`src/rtl/fb_axi_pkg.sv`:
```
// Shared AXI port-arbiter types: FSM state encodings and the ID-to-requester match.
package fb_axi_pkg;

    typedef enum logic [1:0] {
        W_IDLE = 2'd0,
        W_ADDR = 2'd1,
        W_DATA = 2'd2
    } wr_state_e;

    typedef enum logic {
        R_IDLE = 1'b0,
        R_ADDR = 1'b1
    } rd_state_e;

    // One-hot {hit_s1, hit_s0}; requester 0 wins if both IDs are configured equal.
    function automatic logic [1:0] id_match(input logic [31:0] id,
                                            input logic [31:0] s0_id,
                                            input logic [31:0] s1_id);
        logic hit0;
        hit0 = (id == s0_id);
        return {(id == s1_id) && !hit0, hit0};
    endfunction

endpackage

```
`src/rtl/rr_arb2.sv`:
```
// Two-way round-robin grant with a latched selection; priority flips when the granted owner releases.
module rr_arb2 (
    input  logic       axi_clk,
    input  logic       rst_n,
    input  logic [1:0] req,
    input  logic       take,
    input  logic       done,
    output logic       sel
);

    logic pri;
    logic pick;

    always_comb begin
        pick = (&req) ? pri : req[1];
    end

    always_ff @(posedge axi_clk or negedge rst_n) begin
        if (!rst_n) begin
            pri <= 1'b0;
            sel <= 1'b0;
        end else begin
            if (take) sel <= pick;
            if (done) pri <= ~sel;
        end
    end

endmodule

```
`src/rtl/axi_port_arbiter.sv`:
```
// Two-requester AXI arbiter onto one DDR master port: round-robin AW/W and AR, ID-routed B and R.
module axi_port_arbiter
    import fb_axi_pkg::*;
#(
    parameter int                      AXI_ID_WIDTH   = 8,
    parameter int                      AXI_ADDR_WIDTH = 32,
    parameter int                      AXI_DATA_WIDTH = 256,
    parameter logic [AXI_ID_WIDTH-1:0] S0_ID          = 8'ha0,
    parameter logic [AXI_ID_WIDTH-1:0] S1_ID          = 8'hb0,
    parameter int                      MAX_RD_OUT     = 4
) (
    input  logic                        axi_clk,
    input  logic                        rst_n,
    // requester 0
    input  logic [AXI_ADDR_WIDTH-1:0]   s0_awaddr,
    input  logic [7:0]                  s0_awlen,
    input  logic                        s0_awvalid,
    output logic                        s0_awready,
    input  logic [AXI_DATA_WIDTH-1:0]   s0_wdata,
    input  logic [AXI_DATA_WIDTH/8-1:0] s0_wstrb,
    input  logic                        s0_wlast,
    input  logic                        s0_wvalid,
    output logic                        s0_wready,
    output logic                        s0_bvalid,
    input  logic                        s0_bready,
    input  logic [AXI_ADDR_WIDTH-1:0]   s0_araddr,
    input  logic [7:0]                  s0_arlen,
    input  logic                        s0_arvalid,
    output logic                        s0_arready,
    output logic [AXI_DATA_WIDTH-1:0]   s0_rdata,
    output logic                        s0_rlast,
    output logic                        s0_rvalid,
    input  logic                        s0_rready,
    // requester 1
    input  logic [AXI_ADDR_WIDTH-1:0]   s1_awaddr,
    input  logic [7:0]                  s1_awlen,
    input  logic                        s1_awvalid,
    output logic                        s1_awready,
    input  logic [AXI_DATA_WIDTH-1:0]   s1_wdata,
    input  logic [AXI_DATA_WIDTH/8-1:0] s1_wstrb,
    input  logic                        s1_wlast,
    input  logic                        s1_wvalid,
    output logic                        s1_wready,
    output logic                        s1_bvalid,
    input  logic                        s1_bready,
    input  logic [AXI_ADDR_WIDTH-1:0]   s1_araddr,
    input  logic [7:0]                  s1_arlen,
    input  logic                        s1_arvalid,
    output logic                        s1_arready,
    output logic [AXI_DATA_WIDTH-1:0]   s1_rdata,
    output logic                        s1_rlast,
    output logic                        s1_rvalid,
    input  logic                        s1_rready,
    // DDR master port
    output logic [AXI_ID_WIDTH-1:0]     m_awid,
    output logic [AXI_ADDR_WIDTH-1:0]   m_awaddr,
    output logic [7:0]                  m_awlen,
    output logic                        m_awvalid,
    input  logic                        m_awready,
    output logic [AXI_DATA_WIDTH-1:0]   m_wdata,
    output logic [AXI_DATA_WIDTH/8-1:0] m_wstrb,
    output logic                        m_wlast,
    output logic                        m_wvalid,
    input  logic                        m_wready,
    input  logic [AXI_ID_WIDTH-1:0]     m_bid,
    input  logic                        m_bvalid,
    output logic                        m_bready,
    output logic [AXI_ID_WIDTH-1:0]     m_arid,
    output logic [AXI_ADDR_WIDTH-1:0]   m_araddr,
    output logic [7:0]                  m_arlen,
    output logic                        m_arvalid,
    input  logic                        m_arready,
    input  logic [AXI_ID_WIDTH-1:0]     m_rid,
    input  logic [AXI_DATA_WIDTH-1:0]   m_rdata,
    input  logic                        m_rlast,
    input  logic                        m_rvalid,
    output logic                        m_rready,
    output logic                        id_err
);

    localparam int CW = $clog2(MAX_RD_OUT + 1);

    wr_state_e       w_st, w_nxt;
    rd_state_e       r_st, r_nxt;
    logic            w_take, w_done, w_sel;
    logic            r_take, r_done, r_sel;
    logic [CW-1:0]   rd_out;
    logic            ar_hs, rlast_hs;
    logic [1:0]      bm, rm;

    rr_arb2 u_wr_arb (
        .axi_clk (axi_clk),
        .rst_n   (rst_n),
        .req     ({s1_awvalid, s0_awvalid}),
        .take    (w_take),
        .done    (w_done),
        .sel     (w_sel)
    );

    rr_arb2 u_rd_arb (
        .axi_clk (axi_clk),
        .rst_n   (rst_n),
        .req     ({s1_arvalid, s0_arvalid}),
        .take    (r_take),
        .done    (r_done),
        .sel     (r_sel)
    );

    always_ff @(posedge axi_clk or negedge rst_n) begin
        if (!rst_n) begin
            w_st   <= W_IDLE;
            r_st   <= R_IDLE;
            rd_out <= '0;
        end else begin
            w_st <= w_nxt;
            r_st <= r_nxt;
            case ({ar_hs, rlast_hs})
                2'b10:   rd_out <= rd_out + CW'(1);
                2'b01:   if (rd_out != '0) rd_out <= rd_out - CW'(1);
                default: rd_out <= rd_out;
            endcase
        end
    end

    always_comb begin
        w_nxt  = w_st;
        w_take = 1'b0;
        w_done = 1'b0;
        case (w_st)
            W_IDLE: if (s0_awvalid || s1_awvalid) begin
                w_take = 1'b1;
                w_nxt  = W_ADDR;
            end
            W_ADDR: if (m_awvalid && m_awready) w_nxt = W_DATA;
            W_DATA: if (m_wvalid && m_wready && m_wlast) begin
                w_done = 1'b1;
                w_nxt  = W_IDLE;
            end
            default: w_nxt = W_IDLE;
        endcase
    end

    always_comb begin
        r_nxt  = r_st;
        r_take = 1'b0;
        r_done = 1'b0;
        case (r_st)
            R_IDLE: if ((s0_arvalid || s1_arvalid) && rd_out < CW'(MAX_RD_OUT)) begin
                r_take = 1'b1;
                r_nxt  = R_ADDR;
            end
            R_ADDR: if (ar_hs) begin
                r_done = 1'b1;
                r_nxt  = R_IDLE;
            end
            default: r_nxt = R_IDLE;
        endcase
    end

    // Address/data outputs are zeroed outside their phase so nothing leaks while idle or in reset.
    always_comb begin
        m_awvalid  = 1'b0;
        m_awid     = '0;
        m_awaddr   = '0;
        m_awlen    = '0;
        s0_awready = 1'b0;
        s1_awready = 1'b0;
        m_wvalid   = 1'b0;
        m_wdata    = '0;
        m_wstrb    = '0;
        m_wlast    = 1'b0;
        s0_wready  = 1'b0;
        s1_wready  = 1'b0;
        if (w_st == W_ADDR) begin
            m_awvalid  = w_sel ? s1_awvalid : s0_awvalid;
            m_awid     = w_sel ? S1_ID : S0_ID;
            m_awaddr   = w_sel ? s1_awaddr : s0_awaddr;
            m_awlen    = w_sel ? s1_awlen : s0_awlen;
            s0_awready = !w_sel && m_awready;
            s1_awready = w_sel && m_awready;
        end
        if (w_st == W_DATA) begin
            m_wvalid  = w_sel ? s1_wvalid : s0_wvalid;
            m_wdata   = w_sel ? s1_wdata : s0_wdata;
            m_wstrb   = w_sel ? s1_wstrb : s0_wstrb;
            m_wlast   = w_sel ? s1_wlast : s0_wlast;
            s0_wready = !w_sel && m_wready;
            s1_wready = w_sel && m_wready;
        end
    end

    always_comb begin
        m_arvalid  = 1'b0;
        m_arid     = '0;
        m_araddr   = '0;
        m_arlen    = '0;
        s0_arready = 1'b0;
        s1_arready = 1'b0;
        if (r_st == R_ADDR) begin
            m_arvalid  = r_sel ? s1_arvalid : s0_arvalid;
            m_arid     = r_sel ? S1_ID : S0_ID;
            m_araddr   = r_sel ? s1_araddr : s0_araddr;
            m_arlen    = r_sel ? s1_arlen : s0_arlen;
            s0_arready = !r_sel && m_arready;
            s1_arready = r_sel && m_arready;
        end
    end

    assign ar_hs    = m_arvalid && m_arready;
    assign rlast_hs = m_rvalid && m_rready && m_rlast;

    // Response routing is combinational from the master, so reset gating is applied explicitly here.
    assign bm = id_match(32'(m_bid), 32'(S0_ID), 32'(S1_ID));
    assign rm = id_match(32'(m_rid), 32'(S0_ID), 32'(S1_ID));

    assign s0_bvalid = rst_n && m_bvalid && bm[0];
    assign s1_bvalid = rst_n && m_bvalid && bm[1];
    assign m_bready  = rst_n && (bm[0] ? s0_bready : (bm[1] ? s1_bready : 1'b1));

    assign s0_rvalid = rst_n && m_rvalid && rm[0];
    assign s1_rvalid = rst_n && m_rvalid && rm[1];
    assign s0_rdata  = s0_rvalid ? m_rdata : '0;
    assign s1_rdata  = s1_rvalid ? m_rdata : '0;
    assign s0_rlast  = s0_rvalid && m_rlast;
    assign s1_rlast  = s1_rvalid && m_rlast;
    assign m_rready  = rst_n && (rm[0] ? s0_rready : (rm[1] ? s1_rready : 1'b1));

    assign id_err = rst_n && ((m_bvalid && bm == 2'b00) || (m_rvalid && rm == 2'b00));

endmodule

```
`config.mk`:
```
export PLATFORM = sky130hd
export DESIGN_NAME = axi_port_arbiter
export DESIGN_NICKNAME = d
export VERILOG_FILES = /design/src/rtl/fb_axi_pkg.sv /design/src/rtl/rr_arb2.sv /design/src/rtl/axi_port_arbiter.sv
export SDC_FILE = /design/constraint.sdc
export NUM_CORES = 1
export LEC_CHECK = 0
export ABC_CLOCK_PERIOD_IN_PS = 2500
export CAP_MARGIN = 20
export CORE_AREA = 4 4 757 759
export DETAILED_ROUTE_END_ITERATION = 10
export DIE_AREA = 0 0 761 763
export PLACE_DENSITY = 0.3
export SETUP_SLACK_MARGIN = 0.2
export SYNTH_ARGS = -nofsm -noshare
export SYNTH_HDL_FRONTEND = slang
export SYNTH_HIERARCHICAL = 1
export SYNTH_SLANG_ARGS = --single-unit
```
`constraint.sdc`:
```
create_clock -name axi_clk -period 2.5 [get_ports axi_clk]
set_input_delay 0.5 -clock axi_clk [delete_from_list [all_inputs] [get_ports axi_clk]]
set_output_delay 0.5 -clock axi_clk [all_outputs]
set_load 0.03 [all_outputs]
```
-- Word level (Yosys, flattened, before mapping)
Cells that the tools add are included.
- register bits after elaboration: 10
- bits of input ports: 1028
- output and inout port bits: 915
- $add $sub $neg: 2
- $lt $le $gt $ge: 1
- equal/unequal tests: 12
- multiplexer cells: 54
- bitwise logic cells: 3
- reductions and logical operators: 44
- operator list (operator ; number):
    256-bit 2-to-1 mux ; 4
    32-bit 2-to-1 mux ; 6
    8-bit 2-to-1 mux ; 6
    8-bit equality test (second input constant) ; 4
    1-bit 2-to-1 mux ; 29
    1-bit logical AND ; 28
    5-bit 2-to-1 mux ; 2
    2-bit inequality test (second input constant) ; 4
    2-bit zero test ; 3
    2-bit 2-to-1 mux ; 3
    2-bit case mux with 3 select lines ; 1
    3-bit case mux with 2 select lines ; 1
    2-bit AND reduction ; 3
    2-bit by 1-bit equality test with 1-bit output (second input constant) ; 2
    2-bit equality test (second input constant) ; 2
    1-bit zero test ; 4
    3-bit by 1-bit adder with 3-bit output (second input constant) ; 1
    1-bit logical OR ; 3
    3-bit less-than comparator (second input constant) ; 1
    3-bit 2-to-1 mux ; 1
    1-bit NOT ; 3
    3-bit AND reduction ; 1
    3-bit nonzero test ; 1
    3-bit by 1-bit subtractor with 3-bit output (second input constant) ; 1
    2 further kinds ; 2

-- Longest topological paths before layout
Gate-level depths: netlist (run 1).
- depth after elaboration: 11
- mapped depth: 9
- depth with buffers taken out: 7

-- Hierarchy
The synthesis (run 1) kept the hierarchy.
- modules (own cells, without submodules) (module ; instances ; cells each ; area each (um2) ; seq. area each (um2)):
    axi_port_arbiter ; 1 ; 1490 ; 9846.9 ; 150.1
    rr_arb2 ; 2 ; 7 ; 85.1 ; 50.0

-- Least setup slack after synthesis (run 1)
Ideal clock, no wire load.
- kind: input to output
- start: input port m_rid[6]
- end: output port s0_rdata[246]
- data arrival time: 1.944 ns
- required time: 2.000 ns
- path slack: 0.056 ns
- stages on the path: 5
- cells stage by stage: and4bb_2 nand2_2 nor3_4 clkbuf_1 and2_1
- longest elaborated chain between the ends: 3
- RTL lines (what ; line ; source):
    from (decl) ; axi_port_arbiter.sv:73 ; input logic [AXI_ID_WIDTH-1:0] m_rid,
    8-bit equality test ; fb_axi_pkg.sv:20 ; hit0 = (id == s0_id);
    1-bit logical AND ; axi_port_arbiter.sv:220 ; assign s0_rvalid = rst_n && m_rvalid && rm[0];
    net s0_rvalid ; axi_port_arbiter.sv:32 ; output logic s0_rvalid,
    256-bit 2-to-1 mux ; axi_port_arbiter.sv:222 ; assign s0_rdata = s0_rvalid ? m_rdata : '0;
    to (decl) ; axi_port_arbiter.sv:30 ; output logic [AXI_DATA_WIDTH-1:0] s0_rdata,
The timed path passes the listed nets, and every way through them passes these cells.

-- Worst setup path in the final report (run 1)
- start: input port m_rid[4]
- end: output port s1_rdata[214]
- longest elaborated chain between the ends: 5
- elaborated cells on any way between the ends: 6
- classes of those cells: 2 x eq/ne; 1 x mux; 3 x reduce/logical
- RTL lines (what ; line ; source):
    8-bit equality test ; fb_axi_pkg.sv:20 ;
    1-bit zero test ; fb_axi_pkg.sv:21 ; return {(id == s1_id) && !hit0, hit0};
    1-bit logical AND * ; fb_axi_pkg.sv:21 ;
    1-bit logical AND * ; axi_port_arbiter.sv:221 ; assign s1_rvalid = rst_n && m_rvalid && rm[1];
    256-bit 2-to-1 mux * ; axi_port_arbiter.sv:223 ; assign s1_rdata = s1_rvalid ? m_rdata : '0;
    to (decl) ; axi_port_arbiter.sv:50 ; output logic [AXI_DATA_WIDTH-1:0] s1_rdata,
Mark *: on every way between the ends. The rest lies on a longest branch, timed or not.

==> out/metrics.yaml, run 1 <==
outcome:
  outcome: "complete, but fails checks"
  violations: "setup timing"
die:
  core_area_um2: 567000
  die_height_um: 763
  dieArea_um2: 580600
  fp-row-count: 277
  initial_utilization_pct: 1.767
  die_w_um: 761
  io_pins: 1943
worst_setup_path:
  crit_type: "primary input to output pin"
  worstPathCellList: "clkdlybuf4s50_1, inv_1, nor3_4, buf_6, buf_16, buf_16, clkbuf_16, and2_1, buf_6"
  slowest_stage: "clkdlybuf4s50_1"
  cp_max_fo: 14
  crit_required_ns: 2.00
  critical-path-max-stage-delay_ns: 0.58
  crit_path_end_kind: "output pin"
  crit_arrival_ns: 2.51
  setup.worst_path.start_class: "primary input"
cells_and_area:
  final_common_cell: "clkdlybuf4s50_1"
  drive_above_1_share_pct: 45.64
  final_cells: 11408
  layout_common_cells: "clkdlybuf4s50_1 (1048), buf_12 (757), buf_4 (402)"
  layout.nets: 4781
  area_growth_pct: 414.4
  design_area_um2: 51520
  final_core_util_pct: 9.087
sta:
  worst_pin_slew_ns: 0.9365
  hold_viol_final: 0
  skew_ns: 0.0004660
  max_freq_ghz: 0.3327
  setup_slack_ns: -0.5058
  post-route-period-util_pct: 120.2
  slew_headroom_pct: 36.33
  maxSlewViolCount: 0
  rsz0062_at_grt: "true"
  setup_viol: 570
  min_period_ns: 3.006
grt:
  grt_pass1_wl_um: 500900
  grt_use_met2_pct: 24.16
  antenna_found_initial: 610
  globalRouteOverflowTotal: 0
  busiest_layer: "met2"
  track_usage_pct: 14.78
  grt_use_met1_pct: 16.94
  grt_max_degree: 50
  grt_pass1_vias: 22785
  grt_use_met3_pct: 7.257
clock_network:
  clk_pin_slew_ns: 0.06
  cts_buffers: 3
  clk_path_buf_depth: 2
  cts_max_level: 1
  root_buffer: "clkbuf_16"
  cts_tree: "done"
  clkLatencyLatePin_ns: 0.27
  cts.sinks: 10
logic_synthesis:
  syn_area_um2: 10020
  syn_avg_cell_area_um2: 6.660
  netlist_instances: 1504
  ys_ff_latch: 10
  synth_cell_type_count: 41
  ys_warn_count: 6
  yosysSeqAreaShare_pct: 2.498
place:
  placed_area_um2: 47910
  portBuffers: 1932
  preCtsSetupSlack_ns: -1.257
  post-dp-hpwl_um: 426300
  place.gp.congestion: 1.001
  placed_cells: 11195
pwr:
  ir_drop_uv: 347.1
  powerDensity_nw_per_um2: 401.9
  p_leak_nw: 18.38
  power_mw: 20.71
detailed_routing:
  num_vias: 23924
  drt_iter0_markers: 1141
  antenna_left: 0
  drc_errors: 0
  drt_first_pass_iters: 5
  wl_per_cell_um: 39.43
  routed_wl_um: 449900
  vias_per_cell: 2.097
run:
  max-cap-violations: 0
hold_path:
  holdCritPathClass: "primary input to asynchronous set/reset pin"
==> sequential cells by signal (all words and copies together) (netlist names) <==
register and count:
u_wr_arb/pri 1, rd_out 3, u_rd_arb/pri 1, u_wr_arb/sel 1
w_st 2, r_st 1, u_rd_arb/sel 1
==> kinds of logic (layout without fill, tap and decap cells) <==
| logic type | after synthesis | in the layout | share of synthesized area [%] |
|---|---|---|---|
| flops | 10 | 10 | 2.498 |
| compound gates | 19 | 19 | 1.436 |
| other cells | 1 | 134 | 0.03744 |
| buf+inv | 165 | 2403 | 7.994 |
| fa+ha+maj | 1 | 1 | 0.1999 |
| xor+xnor | 1 | 1 | 0.08745 |
| simple gates | 929 | 929 | 49.75 |
| mux | 378 | 378 | 38.00 |
==> path summary, 6_finish.rpt <==
check	startpoint	to	slack, ns	cells after the start
hold reg to reg	rd_out[0]	rd_out[0]	0.51	1
setup reg to reg	u_rd_arb/sel	rd_out[2]	0.34	7
setup / recovery	m_rid[4]	s1_rdata[214]	-0.51	9
max in group asynchronous	rst_n	u_wr_arb/sel	1.77	3
hold / removal	rst_n	u_rd_arb/sel	0.38	2
min in group axi_clk	rd_out[0]	rd_out[0]	0.51	1
==> layer usage <==
layer	vias up	share of wire (%)
met1	10868	39
met3	927	11
met2	2429	45
met4	200	4.4
met5	-	0.30
li1	9500	-
==> per-stage QoR <==
| step | setup TNS (ns) | hold slack (ns) |
|---|---|---|
| 2_1_floorplan | 0 | 0.2044 |
| 3_3_place_gp | -501.26 | 0.5049 |
| 3_5_place_dp | -480.65 | 0.5011 |
| 4_1_cts | -285.38 | 0.4571 |
| 5_1_grt | -261.52 | 0.4300 |
| 6_report | -202.11 | 0.3836 |
==> worst max-delay path, delay by kind of cell <==
kind | cells | cell delay, ns
buffers and inverters | 7 | 1.55
AND/OR/NAND/NOR | 2 | 0.37
==> final cells by class <==
cell class	count	area, µm²
inverters	10	37.54
fillers	66083	515500
repair buffers	2389	31480
flip-flops and latches	10	259.0
well taps	7533	9425
clock buffers	4	88.84
diodes	124	310.3
multi-input cells	1338	9922
==> power by group <==
part           total, mW  switching, mW  leakage [nW]  internal [mW]
registers          0.399          0.152         0.117          0.247
logic               19.9           11.1          18.2           8.82
clock network      0.387          0.142        0.0449          0.245
==> cell usage after synthesis (all sizes together) <==
cell type    n  area [µm²]
xnor2        1       8.760
a211o        1       8.760
a22o         1       8.760
nand2        7       28.78
clkbuf      82       361.6
a21o         2       15.01
or2          1       6.260
buf         73       401.6
and4bb       1       12.51
conb         1       3.750
a21boi       1       7.510
nand3        4       20.02
nor4         2       12.51
a31oi        2       27.53
o21ai        2       10.01
and3         3       18.77
o21a         1       7.510
nor4b        1       8.760
a21oi        3       15.01
mux2         2       30.03
nand4bb      1       11.26
and2       515        3222
a2bb2oi      1       8.760
nor2b       43       269.0
o22ai        4       25.02
nand2b       4       25.02
dfrtp       10       250.2
mux2i      376        3776
o211a        1       10.01
inv         10       37.54
nor3         7       68.82
nand3b       1       7.510
nor2       339        1272
fa           1       20.02
==> timing repair <==
item                       4_1_cts  5_1_grt
buffers inserted                27       14
gates resized for setup        221      365
hold buffers                     0        0
cloned                          21       23
setup endpoints to repair      823      842
pin swaps                       16       14
(Power assumes the default switching activity.)
==> run 2, diff against run 1 <==
--- a/config.mk
+++ b/config.mk
@@ -8,6 +8,7 @@
 export ABC_CLOCK_PERIOD_IN_PS = 2500
 export CAP_MARGIN = 20
 export CORE_AREA = 4 4 757 759
+export CTS_CLUSTER_SIZE = 40
 export DETAILED_ROUTE_END_ITERATION = 10
 export DIE_AREA = 0 0 761 763
 export PLACE_DENSITY = 0.3
==> results of run 2 <==
No change in the layout: final DEF, timing and power equal those of run 1.
